File: config.mk
export PLATFORM = sky130hd
export DESIGN_NAME = mem_line_arbiter_flat
export DESIGN_NICKNAME = d
export VERILOG_FILES = /design/src/rtl/mem_line_arbiter_pkg.sv /design/src/rtl/mem_line_arbiter_if.sv /design/src/rtl/mem_line_arbiter_perf_ctr.sv /design/src/rtl/mem_line_arbiter.sv /design/src/flat_wrapper.sv
export SDC_FILE = /design/constraint.sdc
export NUM_CORES = 1
export LEC_CHECK = 0
export BUFFER_PORTS_ARGS = -buffer_cell sky130_fd_sc_hd__buf_2
export CORE_MARGIN = 5
export CORE_UTILIZATION = 35
export DETAILED_ROUTE_END_ITERATION = 8
export HOLD_SLACK_MARGIN = 0.05
export PLACE_DENSITY = 0.64
export REMOVE_ABC_BUFFERS = 1
export SYNTH_ARGS = -nofsm -noshare
export SYNTH_HDL_FRONTEND = slang
export SYNTH_HIERARCHICAL = 1
export SYNTH_SLANG_ARGS = --single-unit
export TNS_END_PERCENT = 50
File: constraint.sdc
create_clock -name clk -period 6.8 [get_ports clk]
set_input_delay 0.68 -clock clk [delete_from_list [all_inputs] [get_ports clk]]
set_output_delay 0.68 -clock clk [all_outputs]
set_load 0.03 [all_outputs]
File: src/rtl/mem_line_arbiter_pkg.sv
// Shared types and defaults for the line-memory arbiter: state encoding,
// width defaults and the saturating increment used by the perf counters.
package mem_line_arbiter_pkg;

  localparam int ADDR_W_DEF = 14;
  localparam int LINE_W_DEF = 64;
  localparam int PERF_W     = 16;

  typedef enum logic [2:0] {
    IDLE   = 3'd0,
    WB     = 3'd1,
    D_FILL = 3'd2,
    I_FILL = 3'd3,
    RESP   = 3'd4
  } arb_state_e;

  // Holds at all-ones instead of wrapping.
  function automatic logic [PERF_W-1:0] sat_inc(input logic [PERF_W-1:0] v);
    return (v == {PERF_W{1'b1}}) ? v : v + PERF_W'(1);
  endfunction

endpackage

File: src/rtl/mem_line_arbiter_if.sv
// Unified line-memory bus: the arbiter drives strobes/address/write data,
// the memory returns read data together with a one-cycle completion pulse.
interface mem_line_arbiter_if
  import mem_line_arbiter_pkg::*;
#(
  parameter int ADDR_W = ADDR_W_DEF,
  parameter int LINE_W = LINE_W_DEF
);

  logic              mem_re;
  logic              mem_we;
  logic [ADDR_W-1:0] mem_addr;
  logic [LINE_W-1:0] mem_wdata;
  logic [LINE_W-1:0] mem_rdata;
  logic              mem_rdy;

  modport master (
    output mem_re, mem_we, mem_addr, mem_wdata,
    input  mem_rdata, mem_rdy
  );

  modport slave (
    input  mem_re, mem_we, mem_addr, mem_wdata,
    output mem_rdata, mem_rdy
  );

endinterface

File: src/rtl/mem_line_arbiter_perf_ctr.sv
// Saturating event counter (mem_arb_perf_ctr), instanced by the arbiter when
// MEM_ARB_PERF_EN is defined.
module mem_arb_perf_ctr
  import mem_line_arbiter_pkg::*;
(
  input  logic              clk,
  input  logic              rst,
  input  logic              inc,
  output logic [PERF_W-1:0] cnt
);

  logic [PERF_W-1:0] cnt_q;
  logic [PERF_W-1:0] cnt_d;

  always_comb begin
    cnt_d = cnt_q;
    if (inc) cnt_d = sat_inc(cnt_q);
  end

  always_ff @(posedge clk or posedge rst) begin
    if (rst) cnt_q <= '0;
    else     cnt_q <= cnt_d;
  end

  assign cnt = cnt_q;

endmodule

File: src/rtl/mem_line_arbiter.sv
// Single-port line-memory arbiter for I-fills, D-fills and dirty writebacks.
// Optional MEM_ARB_PERF_EN adds saturating op/stall counters as outputs.
module mem_line_arbiter
  import mem_line_arbiter_pkg::*;
#(
  parameter int ADDR_W = ADDR_W_DEF,
  parameter int LINE_W = LINE_W_DEF
) (
  input  logic                clk,
  input  logic                rst,
  input  logic                i_req,
  input  logic [ADDR_W-1:0]   i_addr,
  input  logic                d_req,
  input  logic                d_dirty,
  input  logic [ADDR_W-1:0]   d_addr,
  input  logic [ADDR_W-1:0]   d_victim_addr,
  input  logic [LINE_W-1:0]   d_victim_data,
  mem_line_arbiter_if.master  mem,
  output logic [LINE_W-1:0]   fill_data,
  output logic                i_fill_vld,
  output logic                d_fill_vld,
  output logic                busy
`ifdef MEM_ARB_PERF_EN
  ,
  output logic [PERF_W-1:0]   perf_i_fills,
  output logic [PERF_W-1:0]   perf_d_fills,
  output logic [PERF_W-1:0]   perf_wbs,
  output logic [PERF_W-1:0]   perf_stall_cyc
`endif
);

  arb_state_e        state_q, state_d;
  logic              mem_re_q, mem_re_d;
  logic              mem_we_q, mem_we_d;
  logic [ADDR_W-1:0] mem_addr_q, mem_addr_d;
  logic [LINE_W-1:0] mem_wdata_q, mem_wdata_d;
  logic [LINE_W-1:0] fill_data_q, fill_data_d;
  logic              i_fill_vld_q, i_fill_vld_d;
  logic              d_fill_vld_q, d_fill_vld_d;
  logic [ADDR_W-1:0] miss_addr_q, miss_addr_d;
  logic              tgt_d_q, tgt_d_d;
  logic              hold_q, hold_d;

  // Strobes and addresses are computed for the next state so they come out
  // of flops; a grant in IDLE shows its strobe on the following cycle.
  always_comb begin
    state_d      = state_q;
    mem_re_d     = 1'b0;
    mem_we_d     = 1'b0;
    mem_addr_d   = mem_addr_q;
    mem_wdata_d  = mem_wdata_q;
    fill_data_d  = fill_data_q;
    i_fill_vld_d = 1'b0;
    d_fill_vld_d = 1'b0;
    miss_addr_d  = miss_addr_q;
    tgt_d_d      = tgt_d_q;
    hold_d       = 1'b0;

    unique case (state_q)
      IDLE: begin
        // The cycle right after RESP still sees the just-served request.
        if (!hold_q) begin
          if (d_req) begin
            miss_addr_d = d_addr;
            tgt_d_d     = 1'b1;
            if (d_dirty) begin
              state_d     = WB;
              mem_we_d    = 1'b1;
              mem_addr_d  = d_victim_addr;
              mem_wdata_d = d_victim_data;
            end else begin
              state_d    = D_FILL;
              mem_re_d   = 1'b1;
              mem_addr_d = d_addr;
            end
          end else if (i_req) begin
            miss_addr_d = i_addr;
            tgt_d_d     = 1'b0;
            state_d     = I_FILL;
            mem_re_d    = 1'b1;
            mem_addr_d  = i_addr;
          end
        end
      end

      WB: begin
        if (mem.mem_rdy) begin
          state_d    = D_FILL;
          mem_re_d   = 1'b1;
          mem_addr_d = miss_addr_q;
        end else begin
          mem_we_d = 1'b1;
        end
      end

      D_FILL, I_FILL: begin
        if (mem.mem_rdy) begin
          state_d      = RESP;
          fill_data_d  = mem.mem_rdata;
          d_fill_vld_d = tgt_d_q;
          i_fill_vld_d = !tgt_d_q;
        end else begin
          mem_re_d = 1'b1;
        end
      end

      RESP: begin
        state_d = IDLE;
        hold_d  = 1'b1;
      end

      default: state_d = IDLE;
    endcase
  end

  always_ff @(posedge clk or posedge rst) begin
    if (rst) begin
      state_q      <= IDLE;
      mem_re_q     <= 1'b0;
      mem_we_q     <= 1'b0;
      mem_addr_q   <= '0;
      mem_wdata_q  <= '0;
      fill_data_q  <= '0;
      i_fill_vld_q <= 1'b0;
      d_fill_vld_q <= 1'b0;
      miss_addr_q  <= '0;
      tgt_d_q      <= 1'b0;
      hold_q       <= 1'b0;
    end else begin
      state_q      <= state_d;
      mem_re_q     <= mem_re_d;
      mem_we_q     <= mem_we_d;
      mem_addr_q   <= mem_addr_d;
      mem_wdata_q  <= mem_wdata_d;
      fill_data_q  <= fill_data_d;
      i_fill_vld_q <= i_fill_vld_d;
      d_fill_vld_q <= d_fill_vld_d;
      miss_addr_q  <= miss_addr_d;
      tgt_d_q      <= tgt_d_d;
      hold_q       <= hold_d;
    end
  end

  assign mem.mem_re    = mem_re_q;
  assign mem.mem_we    = mem_we_q;
  assign mem.mem_addr  = mem_addr_q;
  assign mem.mem_wdata = mem_wdata_q;
  assign fill_data     = fill_data_q;
  assign i_fill_vld    = i_fill_vld_q;
  assign d_fill_vld    = d_fill_vld_q;
  assign busy          = (state_q != IDLE);

`ifdef MEM_ARB_PERF_EN
  logic wb_done;
  assign wb_done = (state_q == WB) && mem.mem_rdy;

  mem_arb_perf_ctr u_ctr_i_fills (.clk(clk), .rst(rst), .inc(i_fill_vld_q), .cnt(perf_i_fills));
  mem_arb_perf_ctr u_ctr_d_fills (.clk(clk), .rst(rst), .inc(d_fill_vld_q), .cnt(perf_d_fills));
  mem_arb_perf_ctr u_ctr_wbs     (.clk(clk), .rst(rst), .inc(wb_done),      .cnt(perf_wbs));
  mem_arb_perf_ctr u_ctr_stall   (.clk(clk), .rst(rst), .inc(busy),         .cnt(perf_stall_cyc));
`endif

endmodule

File: src/flat_wrapper.sv
// flat-port wrapper written by rule: the top's interface ports become plain ports
module mem_line_arbiter_flat import mem_line_arbiter_pkg::*;
#(
  parameter int ADDR_W = ADDR_W_DEF,
  parameter int LINE_W = LINE_W_DEF
)
  (clk, rst, i_req, i_addr, d_req, d_dirty, d_addr, d_victim_addr, d_victim_data, fill_data, i_fill_vld, d_fill_vld, busy, mem_mem_re, mem_mem_we, mem_mem_addr, mem_mem_wdata, mem_mem_rdata, mem_mem_rdy);
  mem_line_arbiter_if #(.ADDR_W(ADDR_W), .LINE_W(LINE_W)) mem_i ();
  input  logic clk;
  input  logic rst;
  input  logic i_req;
  input  logic [ADDR_W-1:0] i_addr;
  input  logic d_req;
  input  logic d_dirty;
  input  logic [ADDR_W-1:0] d_addr;
  input  logic [ADDR_W-1:0] d_victim_addr;
  input  logic [LINE_W-1:0] d_victim_data;
  output logic [LINE_W-1:0] fill_data;
  output logic i_fill_vld;
  output logic d_fill_vld;
  output logic busy;
  output wire logic [$bits(mem_i.mem_re)-1:0] mem_mem_re;
  output wire logic [$bits(mem_i.mem_we)-1:0] mem_mem_we;
  output wire logic [$bits(mem_i.mem_addr)-1:0] mem_mem_addr;
  output wire logic [$bits(mem_i.mem_wdata)-1:0] mem_mem_wdata;
  input wire logic [$bits(mem_i.mem_rdata)-1:0] mem_mem_rdata;
  input wire logic [$bits(mem_i.mem_rdy)-1:0] mem_mem_rdy;
  assign mem_mem_re = mem_i.mem_re;
  assign mem_mem_we = mem_i.mem_we;
  assign mem_mem_addr = mem_i.mem_addr;
  assign mem_mem_wdata = mem_i.mem_wdata;
  assign mem_i.mem_rdata = mem_mem_rdata;
  assign mem_i.mem_rdy = mem_mem_rdy;
  mem_line_arbiter #(.ADDR_W(ADDR_W), .LINE_W(LINE_W)) u_core (.clk(clk), .rst(rst), .i_req(i_req), .i_addr(i_addr), .d_req(d_req), .d_dirty(d_dirty), .d_addr(d_addr), .d_victim_addr(d_victim_addr), .d_victim_data(d_victim_data), .mem(mem_i), .fill_data(fill_data), .i_fill_vld(i_fill_vld), .d_fill_vld(d_fill_vld), .busy(busy));
endmodule
==> results by group, run 1 <==
Floorplanning
  – Row cnt: 52
  – Die ar.: 0.0233 mm2
  – Die X-Extent: roughly 150 um
  – Initial core utilization: 0.354
  – Core area: between 0.02 and 0.025 mm2
  – Top Ports: ~320
  – Die Ht: ~150 um

Drt
  – Final WL: 18.1 mm
  – Per-cell routed wire length: roughly 17 um
  – Routed vias: 4929
  – Antenna violation net count after detailed routing: 0
  – DRC: 0
  – DRT iter0 DRCs: 146
  – Pre-antenna DRT Iters: 4
  – Via density: 4.64

Setup path
  – Slowest-stage cell, CP: buf_4
  – Critical Path RT: 7.10 ns
  – R2r setup slk: approximately 4.3 ns
  – CP Cell Sequence: buf_2, nand2_1, nor3_4, buf_4, mux2_2
  – WP buf/inv: 2
  – Crit. Startpoint: d_req
  – Crit path capture: u_core/mem.mem_wdata[49]
  – Data arrival, critical path: ~3.1 ns
  – Capturing point of the worst reg2reg path: u_core/mem.mem_wdata[49]
  – Maximum fanout along the worst path: between 60 and 70
  – CP peak stage delay: roughly 0.8 ns
  – Reg2reg start: u_core/state_q[1]
  – Delay-heaviest family, CP: buffers and inverters
  – Nature of the critical path endpoint: register
  – Startpoint types: input pin
  – Crit path kind: in -> reg
  – Critical path depth in cells: 5
  – Register-to-Register Path Depth: 4

Timing
  – # setup viols final: 0
  – Setup TNS: 0 ns
  – Layout Skew: between 0.01 and 0.015 ns
  – Final worst-path cycle share: 0.415
  – Worst slew pin tran: about 1.1 ns
  – Final hold slack: roughly 0.41 ns
  – Max-slew headroom: 0.242
  – RSZ-0062 raised after global routing: no
  – Post-layout min period: 2.82 ns
  – F_max: 355 MHz
  – Hold Fails Final Rpt: 0
  – Pins Over Slew Limit: 0

Final layout
  – Commonest non-fill, non-tap cells in the layout: 322 x buf_2, 165 x dfrtp_1, 107 x mux2_2
  – Design Area, Final: about 0.0094 mm2
  – Synth-to-Final Area Change: 32.7%
  – Final net count: approximately 960
  – Filler cells: 1818
  – Commonest non-fill, non-tap cell in the layout: buf_2
  – Antenna diode count: 0
  – Non-Filler Instances: between 1000 and 1500
  – Layout cells sized above 1: 0.654

Place
  – Final Wtd Congestion: between 0.7 and 0.8
  – DP Wirelength: 13.0 mm
  – IO Port Bufs: roughly 320
  – DP Area: ~0.0088 mm2
  – Dpl cells: 1030

Synth
  – Syn Inst Count: 470
  – Post-Syn Area: approximately 0.0071 mm2
  – FF+latch count, synth: 165
  – Register area share after synthesis: 0.581
  – Synth unique cells: 30
  – Synth warn: 6
  – Syn Area/Cell: ~15 um2

GRT
  – Vias in the first global route: about 5300
  – Initial antenna violation count: 2
  – GR Overflow Total: 0
  – Total GRT Usage: 0.155
  – Largest net degree at the start of global routing: between 90 and 100
  – First-pass GRT wire length: approximately 30 mm

Run
  – Max cap viols: 0

Pwr
  – Maximum VDD drop: about 0.00033 V
  – Power Density: 549 mW/mm2
  – Pleak: 0.00466 uW
  – Pwr Total: ~5200 uW

Clock network
  – Resized Gates After CTS: 0
  – Postcts setup bufs: 0
  – Root Driver: clkbuf_16
  – Hold_buf cts: 0
  – Clock buffer depth: 2
  – Clock slew at reported path FFs: 0.07 ns
  – CTS Buf Count: 17
  – H-tree depth: 4
  – Worst-Skew Late Latency: 0.42 ns
  – CTS tree: done
  – CTS sink cnt: 165

Min path
  – Hold WC Path Type: in -> async

Status
  – Outcome: complete, no violations
-- how the worst min path moves through the flow --
| stage | endpoint | slack (ns) | cells past startpoint |
|---|---|---|---|
| 2_1_floorplan | u_core/i_fill_vld | 0.40 | 1 |
| 5_1_grt | u_core/i_fill_vld | 0.44 | 1 |
| 3_5_place_dp | u_core/i_fill_vld | 0.41 | 1 |
| 3_3_place_gp | u_core/i_fill_vld | 0.41 | 1 |
| 6_report | u_core/fill_data[46] | 0.41 | 2 |
| 4_1_cts | u_core/i_fill_vld | 0.43 | 1 |
-- metrics by stage --
stage / util / setup WS [ns]
after global routing: 0.469 / 3.80
after CTS: 0.469 / 4.00
after detailed placement: 0.439 / 3.55
after global placement: 0.439 / 3.58
final: 0.469 / 3.98
after floorplan: - / 1.66
-- power breakdown --
part / switching (uW) / internal [uW] / leakage, uW
Clock: 442 / 559 / 0.000290
Combinational: 1500 / 944 / 0.00242
Sequential: 261 / 1480 / 0.00195
Total: 2200 / 2980 / 0.00466
-- state kept, by name, summed over array words and instances (netlist names) --
register / flops
u_core/mem.mem_we: 1
u_core/hold_q: 1
u_core/fill_data: 64
u_core/mem.mem_addr: 14
u_core/state_q: 3
u_core/i_fill_vld: 1
u_core/miss_addr_q: 14
u_core/mem.mem_wdata: 64
u_core/tgt_d_q: 1
u_core/mem.mem_re: 1
u_core/d_fill_vld: 1
-- per-layer routing --
layer,part of all wire,track usage
met1,0.41,0.188
met2,0.49,0.257
met5,0.0013,0
met4,0.017,0.0496
met3,0.081,0.0588
-- logic make-up after synthesis --
group           synth area share
simple gates              0.0310
mux                        0.294
compound gates            0.0545
flops                      0.581
buf+inv                   0.0398
-- synth_stat cells --
cell type,n,share of area
dfrtp_1,165,0.58
a211o_1,14,0.017
nand2_1,15,0.0079
nand2b_1,2,0.0018
mux2i_1,15,0.021
mux2_2,107,0.17
nor2_1,17,0.0090
a41oi_1,14,0.017
buf_2,11,0.0077
buf_6,4,0.0063
buf_1,3,0.0016
clkbuf_1,11,0.0058
nor3b_1,2,0.0021
and3b_1,1,0.0012
mux2_4,49,0.10
nor4_1,1,0.00088
a21oi_1,3,0.0021
a21o_1,2,0.0021
nor3_4,1,0.0023
inv_1,4,0.0021
or3_4,1,0.0016
or4_1,1,0.0011
buf_12,5,0.014
buf_4,2,0.0021
a31oi_1,14,0.012
and4_1,1,0.0012
o2bb2ai_1,2,0.0025
nand3b_1,1,0.0011
or3_1,1,0.00088
o21a_1,1,0.0011
-- area by class of cell --
cell class	count	area (um2)	share of cell area
timing repair buffer	326	1640	0.174
clock inverter	15	180	0.0191
multi-input combinational	265	2700	0.286
inverter	4	20.0	0.00212
sequential	165	4130	0.437
tap	270	338	0.0358
clock buffer	17	425	0.0451
No activity file was read; power rests on OpenSTA's default activity.
==> run 2, diff against run 1 <==
==> constraint.sdc (replaced) <==
create_clock -name clk -period 2.8 [get_ports clk]
set_input_delay 0.28 -clock clk [delete_from_list [all_inputs] [get_ports clk]]
set_output_delay 0.28 -clock clk [all_outputs]
set_load 0.03 [all_outputs]
==> results by group, run 2 (synthesis results as in run 1) <==
Clock network
  – Clock buffer depth: 2 (unchanged)
  – H-tree depth: 4 (unchanged)
  – Root Driver: clkbuf_16
  – Worst-Skew Late Latency: 0.41 ns (about the same)
  – CTS tree: done
  – Postcts setup bufs: 0 (unchanged)
  – CTS sink cnt: 165 (unchanged)
  – Clock slew at reported path FFs: 0.07 ns (about the same)
  – CTS Buf Count: 17 (unchanged)

Setup path
  – R2r setup slk: 0.68 ns (-3.64 ns)
  – Maximum fanout along the worst path: 15 (-77%)
  – Startpoint types: register
  – Data arrival, critical path: 2.41 ns (-0.71 ns)
  – Crit path kind: reg -> reg
  – Critical Path RT: 3.09 ns (-4.01 ns)
  – Register-to-Register Path Depth: 3 (-1)
  – Nature of the critical path endpoint: register
  – Capturing point of the worst reg2reg path: u_core/miss_addr_q[13]
  – Reg2reg start: u_core/state_q[1]

Floorplanning
  – Die X-Extent: 153 um (unchanged)
  – Core area: 0.0201 mm2 (unchanged)
  – Top Ports: 323 (unchanged)
  – Initial core utilization: 0.354 (unchanged)
  – Die ar.: 0.0233 mm2 (unchanged)
  – Row cnt: 52 (unchanged)
  – Die Ht: 153 um (unchanged)

Final layout
  – Commonest non-fill, non-tap cells in the layout: 322 x buf_2, 165 x dfrtp_1, 107 x mux2_2
  – Layout cells sized above 1: 0.658 (+0.00349)
  – Design Area, Final: 0.00956 mm2 (+1.3%)
  – Final net count: 966 (+1.2%)
  – Synth-to-Final Area Change: 34.4%
  – Filler cells: 1855 (+2.0%)
  – Antenna diode count: 0 (unchanged)
  – Commonest non-fill, non-tap cell in the layout: buf_2

Drt
  – Routed vias: 4997 (+1.4%)
  – DRC: 0 (unchanged)
  – Antenna violation net count after detailed routing: 0 (unchanged)
  – Via density: 4.66 (+0.34%)
  – DRT iter0 DRCs: 131 (-10%)
  – Pre-antenna DRT Iters: 4 (unchanged)
  – Final WL: 18.1 mm (-0.36%)
  – Per-cell routed wire length: 16.8 um (-1.4%)

Timing
  – RSZ-0062 raised after global routing: no
  – Worst slew pin tran: 0.677 ns (-0.460 ns)
  – Post-layout min period: 2.12 ns
  – Hold Fails Final Rpt: 0 (unchanged)
  – F_max: between 400 and 500 MHz
  – Max-slew headroom: 0.549 (+0.307)
  – Final worst-path cycle share: 0.758
  – Layout Skew: 0.00693 ns (-0.00673 ns)
  – Pins Over Slew Limit: 0 (unchanged)
  – Setup TNS: 0 ns (unchanged)
  – # setup viols final: 0 (unchanged)

GRT
  – Initial antenna violation count: 0 (-2)
  – GR Overflow Total: 0 (unchanged)
  – First-pass GRT wire length: 28.6 mm (-1.9%)
  – Total GRT Usage: 0.152 (-0.00300)
  – Largest net degree at the start of global routing: 68 (-25%)
  – Vias in the first global route: 5265 (-1.0%)

Min path
  – Hold path endpoint: u_core/mem.mem_wdata[22]
  – Hold WC Path Type: in -> reg
  – Hold Crit Depth: 2
  – Hold path startpoint: d_victim_data[22]

Pwr
  – Maximum VDD drop: 0.000712 V (+120%)
  – Reg power frac: 0.336 (about the same)
  – Fraction of power spent switching nets: 0.421 (-0.00369)
  – Int Pwr: 7290 uW (+140%)
  – Comb pwr share: 0.475 (+0.003)
  – Clock power share: 0.190 (-0.003)
  – Power Density: 1320 mW/mm2 (+140%)
  – Pleak: 0.00473 uW (+1.5%)
  – P_sw: 5310 uW (+140%)

Place
  – DP Area: 0.00894 mm2 (+1.3%)
  – DP Wirelength: 13.3 mm (+2.5%)
  – Final Wtd Congestion: 0.775 (+2.7%)
  – IO Port Bufs: 322 (unchanged)

Run
  – Max cap viols: 0 (unchanged)

Status
  – Outcome: complete, no violations
-- run 2: cell types whose count changed in the layout (fill, tap and decap cells not counted) --
cell           before  now
dlygate4sd3_1       0    1
inv_8               4    3
clkinv_4            0    1
clkbuf_8            0    1
clkinvlp_4          3    2
buf_12              0    3
buf_4               4   11
clkinv_2            0    2
inv_6               7    5
-- run 2: repair_timing --
action,4_1_cts,5_1_grt
hold buffers,1,0
hold endpoints to repair,58,0
resized for setup,0,0
-- run 2: cell type report --
cell class              instances  area [um2]  share of cell area
flip-flops and latches        165        4130               0.432
multi-input cells             265        2700               0.283
repair buffers                337        1760               0.185
clock buffers                  18         439              0.0460
well taps                     270         338              0.0353
clock inverters                14         163              0.0170
inverters                       4        20.0             0.00209
-- run 2: worst max path at each step --
stage                            startpoint  slack (ns)  cells past startpoint                endpoint
after floorplan                         rst       -1.94                      1       u_core/d_fill_vld
final                     u_core/state_q[1]        0.68                      3  u_core/miss_addr_q[13]
after CTS                 u_core/state_q[1]        0.62                      3  u_core/miss_addr_q[13]
after global routing      u_core/state_q[1]        0.50                      3   u_core/miss_addr_q[7]
after detailed placement  u_core/state_q[1]        0.64                      3   u_core/miss_addr_q[7]
after global placement    u_core/state_q[1]        0.71                      3   u_core/miss_addr_q[5]
-- run 2: power groups by stage --
stage	registers (uW)	logic (uW)	clock network (uW)
6_report	4230	5980	2390
5_1_grt	4390	6320	2580
4_1_cts	4240	6060	2480
3_5_place_dp	4250	6070	0
3_3_place_gp	4230	5980	0
2_1_floorplan	6340	2120	0
-- run 2: layer usage --
metal	routed length (um)	global-route usage
met2	8980	0.250
met5	0	0
met4	358	0.0547
met3	1550	0.0562
met1	7190	0.185
-- run 2: stage by stage --
step                      power, uW  setup WS, ns  cells  utilization  hold WS (ns)
after global routing          13300         0.497   1073        0.475        0.0605
after global placement        10200         0.714   1040        0.445         0.402
after detailed placement      10300         0.640   1040        0.445         0.401
after CTS                     12800         0.619   1073        0.475        0.0637
final                         12600         0.678   1073        0.475        0.0897
after floorplan                8460         -1.94    434            -         0.397
-- run 2: worst max-delay path, stage by stage (launching register included) --
cell and delay (ns):
dfrtp_1 0.47, nor4_1 0.48, o21a_1 0.64, mux2_2 0.41
